`src/rtl/ccff_loader_pkg.sv`:
```
// Shared types and defaults for the CCFF chain loader.
package ccff_loader_pkg;

  // Default bitstream word width.
  localparam int DEF_WORD_W = 32;

  // Loader control states.
  typedef enum logic [1:0] {
    IDLE      = 2'd0,
    WAIT_WORD = 2'd1,
    SHIFT     = 2'd2,
    DONE      = 2'd3
  } ccff_ld_state_e;

endpackage

```
`src/rtl/ccff_chain_loader.sv`:
```
// Serializes WORD_W-bit bitstream words LSB-first into a CCFF shift chain,
// stopping after exactly CHAIN_LEN shifts. In verify mode the chain tail is
// compared against the re-streamed bitstream and any difference is latched.
module ccff_chain_loader
  import ccff_loader_pkg::*;
#(
  parameter int WORD_W    = DEF_WORD_W,
  parameter int CHAIN_LEN = 70,
  parameter int CNT_W     = $clog2(CHAIN_LEN + 1)
) (
  input  logic              prog_clk,
  input  logic              prog_rst_n,
  input  logic              start,
  input  logic              verify,
  input  logic              abort,
  input  logic [WORD_W-1:0] cfg_data,
  input  logic              cfg_valid,
  output logic              cfg_ready,
  output logic              ccff_head,
  output logic              ccff_shift_en,
  input  logic              ccff_tail,
  output logic              busy,
  output logic              done,
  output logic              mismatch
);

  // word_left must be able to hold a full word.
  localparam int WL_W = $clog2(WORD_W + 1);
  localparam logic [CNT_W-1:0] LEN_C = CNT_W'(CHAIN_LEN);

  ccff_ld_state_e    state_q, state_d;
  logic [WORD_W-1:0] sreg_q, sreg_d;
  logic [CNT_W-1:0]  bit_cnt_q, bit_cnt_d;
  logic [WL_W-1:0]   word_left_q, word_left_d;
  logic              vmode_q, vmode_d;
  logic              mismatch_q, mismatch_d;
  logic              head_q, head_d;
  logic              shift_en_q, shift_en_d;
  logic              busy_q, busy_d;
  logic              done_q, done_d;

  logic [CNT_W-1:0]  bits_rem;
  logic [CNT_W-1:0]  bit_cnt_inc;

  // Next-state logic for the FSM, serializer, counters and registered outputs.
  always_comb begin
    state_d     = state_q;
    sreg_d      = sreg_q;
    bit_cnt_d   = bit_cnt_q;
    word_left_d = word_left_q;
    vmode_d     = vmode_q;
    mismatch_d  = mismatch_q;
    bits_rem    = LEN_C - bit_cnt_q;
    bit_cnt_inc = bit_cnt_q + 1'b1;

    case (state_q)
      IDLE: begin
        if (start) begin
          state_d    = WAIT_WORD;
          bit_cnt_d  = '0;
          mismatch_d = 1'b0;
          vmode_d    = verify;
        end
      end
      WAIT_WORD: begin
        // abort wins over the handshake: no word is taken in that cycle
        if (abort) begin
          state_d = IDLE;
        end else if (cfg_valid) begin
          sreg_d = cfg_data;
          // the final word may be only partially used; its upper bits are dropped
          if (int'(bits_rem) < WORD_W) begin
            word_left_d = WL_W'(bits_rem);
          end else begin
            word_left_d = WL_W'(WORD_W);
          end
          state_d = SHIFT;
        end
      end
      SHIFT: begin
        if (abort) begin
          state_d = IDLE;
        end else begin
          sreg_d      = sreg_q >> 1;
          bit_cnt_d   = bit_cnt_inc;
          word_left_d = word_left_q - 1'b1;
          // tail holds the bit shifted CHAIN_LEN shifts ago; compare before this edge
          if (vmode_q && (ccff_tail != sreg_q[0])) begin
            mismatch_d = 1'b1;
          end
          if (bit_cnt_inc == LEN_C) begin
            state_d = DONE;
          end else if (word_left_q == WL_W'(1)) begin
            state_d = WAIT_WORD;
          end
        end
      end
      DONE: begin
        state_d = IDLE;
      end
      default: begin
        state_d = IDLE;
      end
    endcase

    // Outputs are registered from the next state so they line up with the FSM.
    shift_en_d = (state_d == SHIFT);
    head_d     = (state_d == SHIFT) ? sreg_d[0] : 1'b0;
    busy_d     = (state_d != IDLE);
    done_d     = (state_d == DONE);
  end

  // State and datapath registers with asynchronous active-low reset.
  always_ff @(posedge prog_clk or negedge prog_rst_n) begin
    if (!prog_rst_n) begin
      state_q     <= IDLE;
      sreg_q      <= '0;
      bit_cnt_q   <= '0;
      word_left_q <= '0;
      vmode_q     <= 1'b0;
      mismatch_q  <= 1'b0;
      head_q      <= 1'b0;
      shift_en_q  <= 1'b0;
      busy_q      <= 1'b0;
      done_q      <= 1'b0;
    end else begin
      state_q     <= state_d;
      sreg_q      <= sreg_d;
      bit_cnt_q   <= bit_cnt_d;
      word_left_q <= word_left_d;
      vmode_q     <= vmode_d;
      mismatch_q  <= mismatch_d;
      head_q      <= head_d;
      shift_en_q  <= shift_en_d;
      busy_q      <= busy_d;
      done_q      <= done_d;
    end
  end

  // cfg_ready is a direct decode of the state register.
  assign cfg_ready     = (state_q == WAIT_WORD);
  assign ccff_head     = head_q;
  assign ccff_shift_en = shift_en_q;
  assign busy          = busy_q;
  assign done          = done_q;
  assign mismatch      = mismatch_q;

endmodule

```
`config.mk`:
```
export PLATFORM = sky130hd
export DESIGN_NAME = ccff_chain_loader
export DESIGN_NICKNAME = d
export VERILOG_FILES = /design/src/rtl/ccff_loader_pkg.sv /design/src/rtl/ccff_chain_loader.sv
export SDC_FILE = /design/constraint.sdc
export NUM_CORES = 1
export LEC_CHECK = 0
export ABC_AREA = 1
export CORE_UTILIZATION = 30
export DETAILED_ROUTE_END_ITERATION = 8
export HOLD_SLACK_MARGIN = 0.12
export PLACE_DENSITY = 0.55
export SLEW_MARGIN = 5
export SYNTH_ARGS = -nofsm -noshare
export SYNTH_HDL_FRONTEND = slang
export SYNTH_SLANG_ARGS = --single-unit
export TNS_END_PERCENT = 10
```
`constraint.sdc`:
```
create_clock -name prog_clk -period 4.5 [get_ports prog_clk]
set_input_delay 0.45 -clock prog_clk [delete_from_list [all_inputs] [get_ports prog_clk]]
set_output_delay 0.45 -clock prog_clk [all_outputs]
set_load 0.02 [all_outputs]
```
# Yosys cells after proc, flatten, opt, wreduce, memory -nomap -nowiden
# Cells that the tools add are included.
# word_totals
ff_bits	53
latchBits	0
ram_bits	0
rom_bits	0
input_bits	39
output_inout_bits	6
wordCells	61
mem_count	0
# op_classes
addsub	3
n_mul	0
div_mod_pow	0
order_cmp	1
n_eq_ne	13
shifts	0
n_mux	24
n_bitwise	0
reduce_logical	9
# ops
op	n
$mux 32	3
$pmux 32 s2	1
$mux 6	4
$mux 7	2
$pmux 7 s2	1
$mux 2	6
$pmux 6 s2	1
$ne 2x2->1 const B	5
$eq 2x2->1 const B	4
$pmux 2 s4	1
$reduce_and 4->1	2
$add 7x1->7 const B	1
$eq 7x7->1 const B	1
$lt 7x6->1 const B	1
$sub 7x7->7 const A	1
$eq 6x1->1 const B	1
$reduce_bool 2->1	3
$sub 6x1->6 const B	1
$mux 1	4
$reduce_and 3->1	1
$eq 2x1->1 const B	1
$logic_not 2->1	1
$pmux 1 s2	1
$reduce_and 2->1	1
other kinds (2)	2

# Longest topological paths before layout
# depth
word_depth	7
depth_mapped	14
mapped_depth_nobuf	14

# Worst setup path before layout
# Ideal clock, no wire load.
# synth_timing
path_kind	register -> register
startpoint	reg state_q[1]
endpoint	reg sreg_q[1]
setup_time_ps	76
arrival_time_ps	1718
required_ps	4424
setup_slack_ps	2706
path_stages_with_launch	10
cell_sequence	dfrtp_1 > inv_1 > ha_1 > inv_1 > nor3_4 > clkbuf_1 > nand2_1 > o21ai_0 > nand3_1 > o21ai_1
# synth_via
elab_chain_len	3
elab_cells_between_ends	8
classes_between	5 x eq/ne; 1 x mux; 2 x reduce/logical
# synth_rtl
element	line	text
from (decl)	ccff_chain_loader.sv:31	ccff_ld_state_e state_q, state_d;
from (signal assigned)	ccff_chain_loader.sv:127	state_q <= state_d;
$eq 2x1->1 *	--	
net cfg_ready	ccff_chain_loader.sv:18	output logic cfg_ready,
$ne 2x2->1 (no line) or $reduce_bool 2->1 (tied branches)	--	
$reduce_and 4->1 (no line)	--	
to (signal assigned)	ccff_chain_loader.sv:128	sreg_q <= sreg_d;
to (decl)	ccff_chain_loader.sv:32	logic [WORD_W-1:0] sreg_q, sreg_d;
# Mark *: on every way through the listed nets, which the timed path passes. The rest lies on a longest branch.
# A chain may end at the register's enable or synchronous reset.

# Worst setup path after layout
# layout_timing
startpoint	reg state_q[1]
endpoint	reg word_left_q[5]
# layout_via
elab_chain_len	3
elab_cells_between_ends	8
classes_between	5 x eq/ne; 1 x mux; 2 x reduce/logical
# layout_rtl
element	line	text
$eq 2x1->1 or $eq 2x2->1 (tied branches)	ccff_chain_loader.sv:56	case (state_q)
$ne 2x2->1 (no line) or $reduce_bool 2->1 (tied branches)	--	
$reduce_and 4->1 (no line)	--	
to (signal assigned)	ccff_chain_loader.sv:130	word_left_q <= word_left_d;
to (decl)	ccff_chain_loader.sv:34	logic [WL_W-1:0] word_left_q, word_left_d;
# Parallel ways exist; a longest one is shown, timed or not.

==> run metrics <==
status complete, no violations; hold_buf cts 0; period utilization 0.5882; Max-slew headroom 0.2977; ant diodes 0; crit-path max FO 65; Syn Area/Cell 7.861 um2; share of post-route cells with drive strength above 1 0.06143; routed wire length 6448 um; grt ovf 0; worst-skew pair later-pin latency 310 ps; # IOs 45; FF-to-FF setup slack 1850 ps; MaxCap Viol Count 0; FP Rows 35; Clock Tree Buf Depth 2; Placed Area 0.003427 mm2; number of synthesized flops with an enable pin 0; Die W 100.6 um; vias in the first global route 2414; Max Freq 0.3778 GHz; worst vdd ir 0.4243 mV; drc violations 0; Nets 452; GPL Wtd Cong 0.8191; R2R Path Start state_q[1]; Detail Route Antenna Nets 0; post-DR vias/cell 4.659; Fill cells 955; Num CTS Buffers 5; Area contributors post-synth dfrtp_1, nand2_1, inv_1; ys async rst share 1.000; post-route core utilization 0.3776; most used cell, CP inv_1; critical path type reg -> reg; DP HPWL 4336 um; min Tclk post-route 2647 ps; Routed WL per cell 12.03 um; CP max-delay cell inv_2; CTS Sinks 53; DIE AREA 0.01012 mm2; Pleak 1.495 nW; Setup TNS 0 ps; post-synthesis sequential area ratio 0.4547; total power density per cell area 466.8 mW/mm2; I/O Buffers 44; DR vias 2497; Post-Synthesis Cells 371; initial core utilization 0.3127; DIE HEIGHT 100.6 um; Tot Pwr 1.644 mW; Root Buffer clkbuf_8; Slowest Stage Delay on Critical Path 750 ps; initial antenna violation count 0; DRT Pass-1 Iters 5; post-synthesis net count 417; #FFs+latches synth 53; Synth top area share 0.4547; Arr. time, crit path 2880 ps; R2R Path End word_left_q[5]; Core Area 0.009328 mm2; Min-Delay Path Class in -> async; fin area 0.003522 mm2; Layout area overhead 20.76%; post-CTS sizing 0; H-Tree Depth 2; Worst Skew 10.19 ps; Worst EP required 4730 ps; final setup fails 0; worst r2r path cells 9; Setup crit start kind register; detailed router's first-iteration violation count 158; final hold vios 0; Netlist Area Pre-Place 0.002917 mm2; Clk pin slew, worst setup/hold paths 110 ps; CTS tree done; Unique masters post-synth 33; most common flop cell mapped by yosys dfrtp_1; Tot GR Track Use 0.1364; first-pass GRT wire length 11180 um; Yosys warning total 0; Worst-Margin Slew 1053 ps; largest net degree at the start of global routing 66; CP endpoint kind register; dominant cell type by area after synthesis dfrtp_1; setup bufs post-CTS 0; critical path cell sequence inv_1 > ha_1 > inv_1 > nor3_4 > buf_4 > a21oi_4 > inv_2 > o21ai_0 > o22ai_1; max-slew violation count 0; RSZ-0062 raised after global routing no
## cells in the mapped netlist (4+ instances only)
| cell type | instances |
|---|---|
| o22ai_1 | 5 |
| inv_1 | 57 |
| buf_2 | 6 |
| a21oi_1 | 7 |
| nand3_1 | 40 |
| xor2_1 | 4 |
| clkbuf_1 | 4 |
| o21ai_0 | 40 |
| dfrtp_1 | 53 |
| o21ai_1 | 32 |
| ha_1 | 7 |
| nor2_1 | 14 |
| nand2_1 | 68 |
## cell type report
cell class	instances	area, um2	share of cell area
Clock buffer	5	68.82	0.01954
Clock inverter	3	26.28	0.007460
Inverter	61	231.5	0.06572
Multi-Input combinational cell	239	1257	0.3570
Sequential cell	53	1326	0.3766
Tap cell	129	161.4	0.04583
Timing Repair Buffer	46	450.4	0.1279
## placed cells by master, fill, tap and decap left out
master and n:
inv_2 3, inv_4 1, mux2i_1 1, clkinvlp_4 2, buf_2 1, o22ai_1 5
a21oi_1 7, dfrtp_1 53, o21bai_1 2, o21ai_0 40, xor2_1 4, o21ai_4 1
nand4_1 3, nand3_2 1, nor2_2 1, inv_8 1, nor3_4 1, nor2_4 1
a21oi_4 1, nand3_1 40, o21ai_1 32, a22oi_1 3, a21oi_2 1, buf_4 2
mux2_2 1, nor2_1 14, ha_1 7, nand2_1 68, inv_1 57, a31oi_1 3
a22oi_2 1, nand2_2 1, clkbuf_8 5, clkdlybuf4s50_1 43
## how the worst max path moves through the flow
stage / startpoint / end / slack [ps] / depth (start not counted)
finish: state_q[1] / word_left_q[5] / 1850 / 9
global route: state_q[0] / word_left_q[5] / 1490 / 8
CTS: state_q[0] / word_left_q[5] / 1830 / 8
detailed placement: abort / word_left_q[5] / 1630 / 7
global placement: abort / word_left_q[5] / 1710 / 7
floorplan: state_q[1] / sreg_q[1] / 2710 / 9
## sequential cells by signal (all words and copies together), names as in the netlist
register,cells
mismatch,1
ccff_head,1
state_q,2
word_left_q,6
busy,1
ccff_shift_en,1
vmode_q,1
done,1
bit_cnt_q,7
sreg_q,32
## per-stage QoR
step	hold slack (ps)	cells	worst slack, ps
finish	241.3	536	1853
global route	299.7	536	1488
CTS	270.7	536	1831
detailed placement	501.3	528	1629
global placement	489.8	528	1708
floorplan	154.4	371	2706
## layer usage
layer	track usage	part of all wire
met5	0	0
met4	0.03344	0.011
met3	0.02219	0.030
met2	0.2234	0.46
met1	0.1883	0.50
## cells by family (layout without fill, tap and decap cells)
logic type	after synthesis	in the layout	synth area share
AOI/OAI and AO/OA	96	96	0.1840
and+or+nand+nor	130	130	0.1978
buffers and inverters	79	115	0.1141
DFF	53	53	0.4547
xor gates and xnor gates	4	4	0.01201
muxes	2	2	0.007293
adders and majority gates	7	7	0.03003
## worst max-delay path: cells and delay by family (launching register included)
family | cells | cell delay (ps)
AOI/OAI and AO/OA | 3 | 470
adders and majority gates | 1 | 190
and+or+nand+nor | 1 | 130
DFF | 1 | 430
buffers and inverters | 4 | 1330
## report_power, final
group / internal (mW) / switching (mW)
clock network: 0.114 / 0.175
registers: 0.592 / 0.0617
logic: 0.231 / 0.470
total: 0.936 / 0.708
No activity file was read; power rests on OpenSTA's default activity.
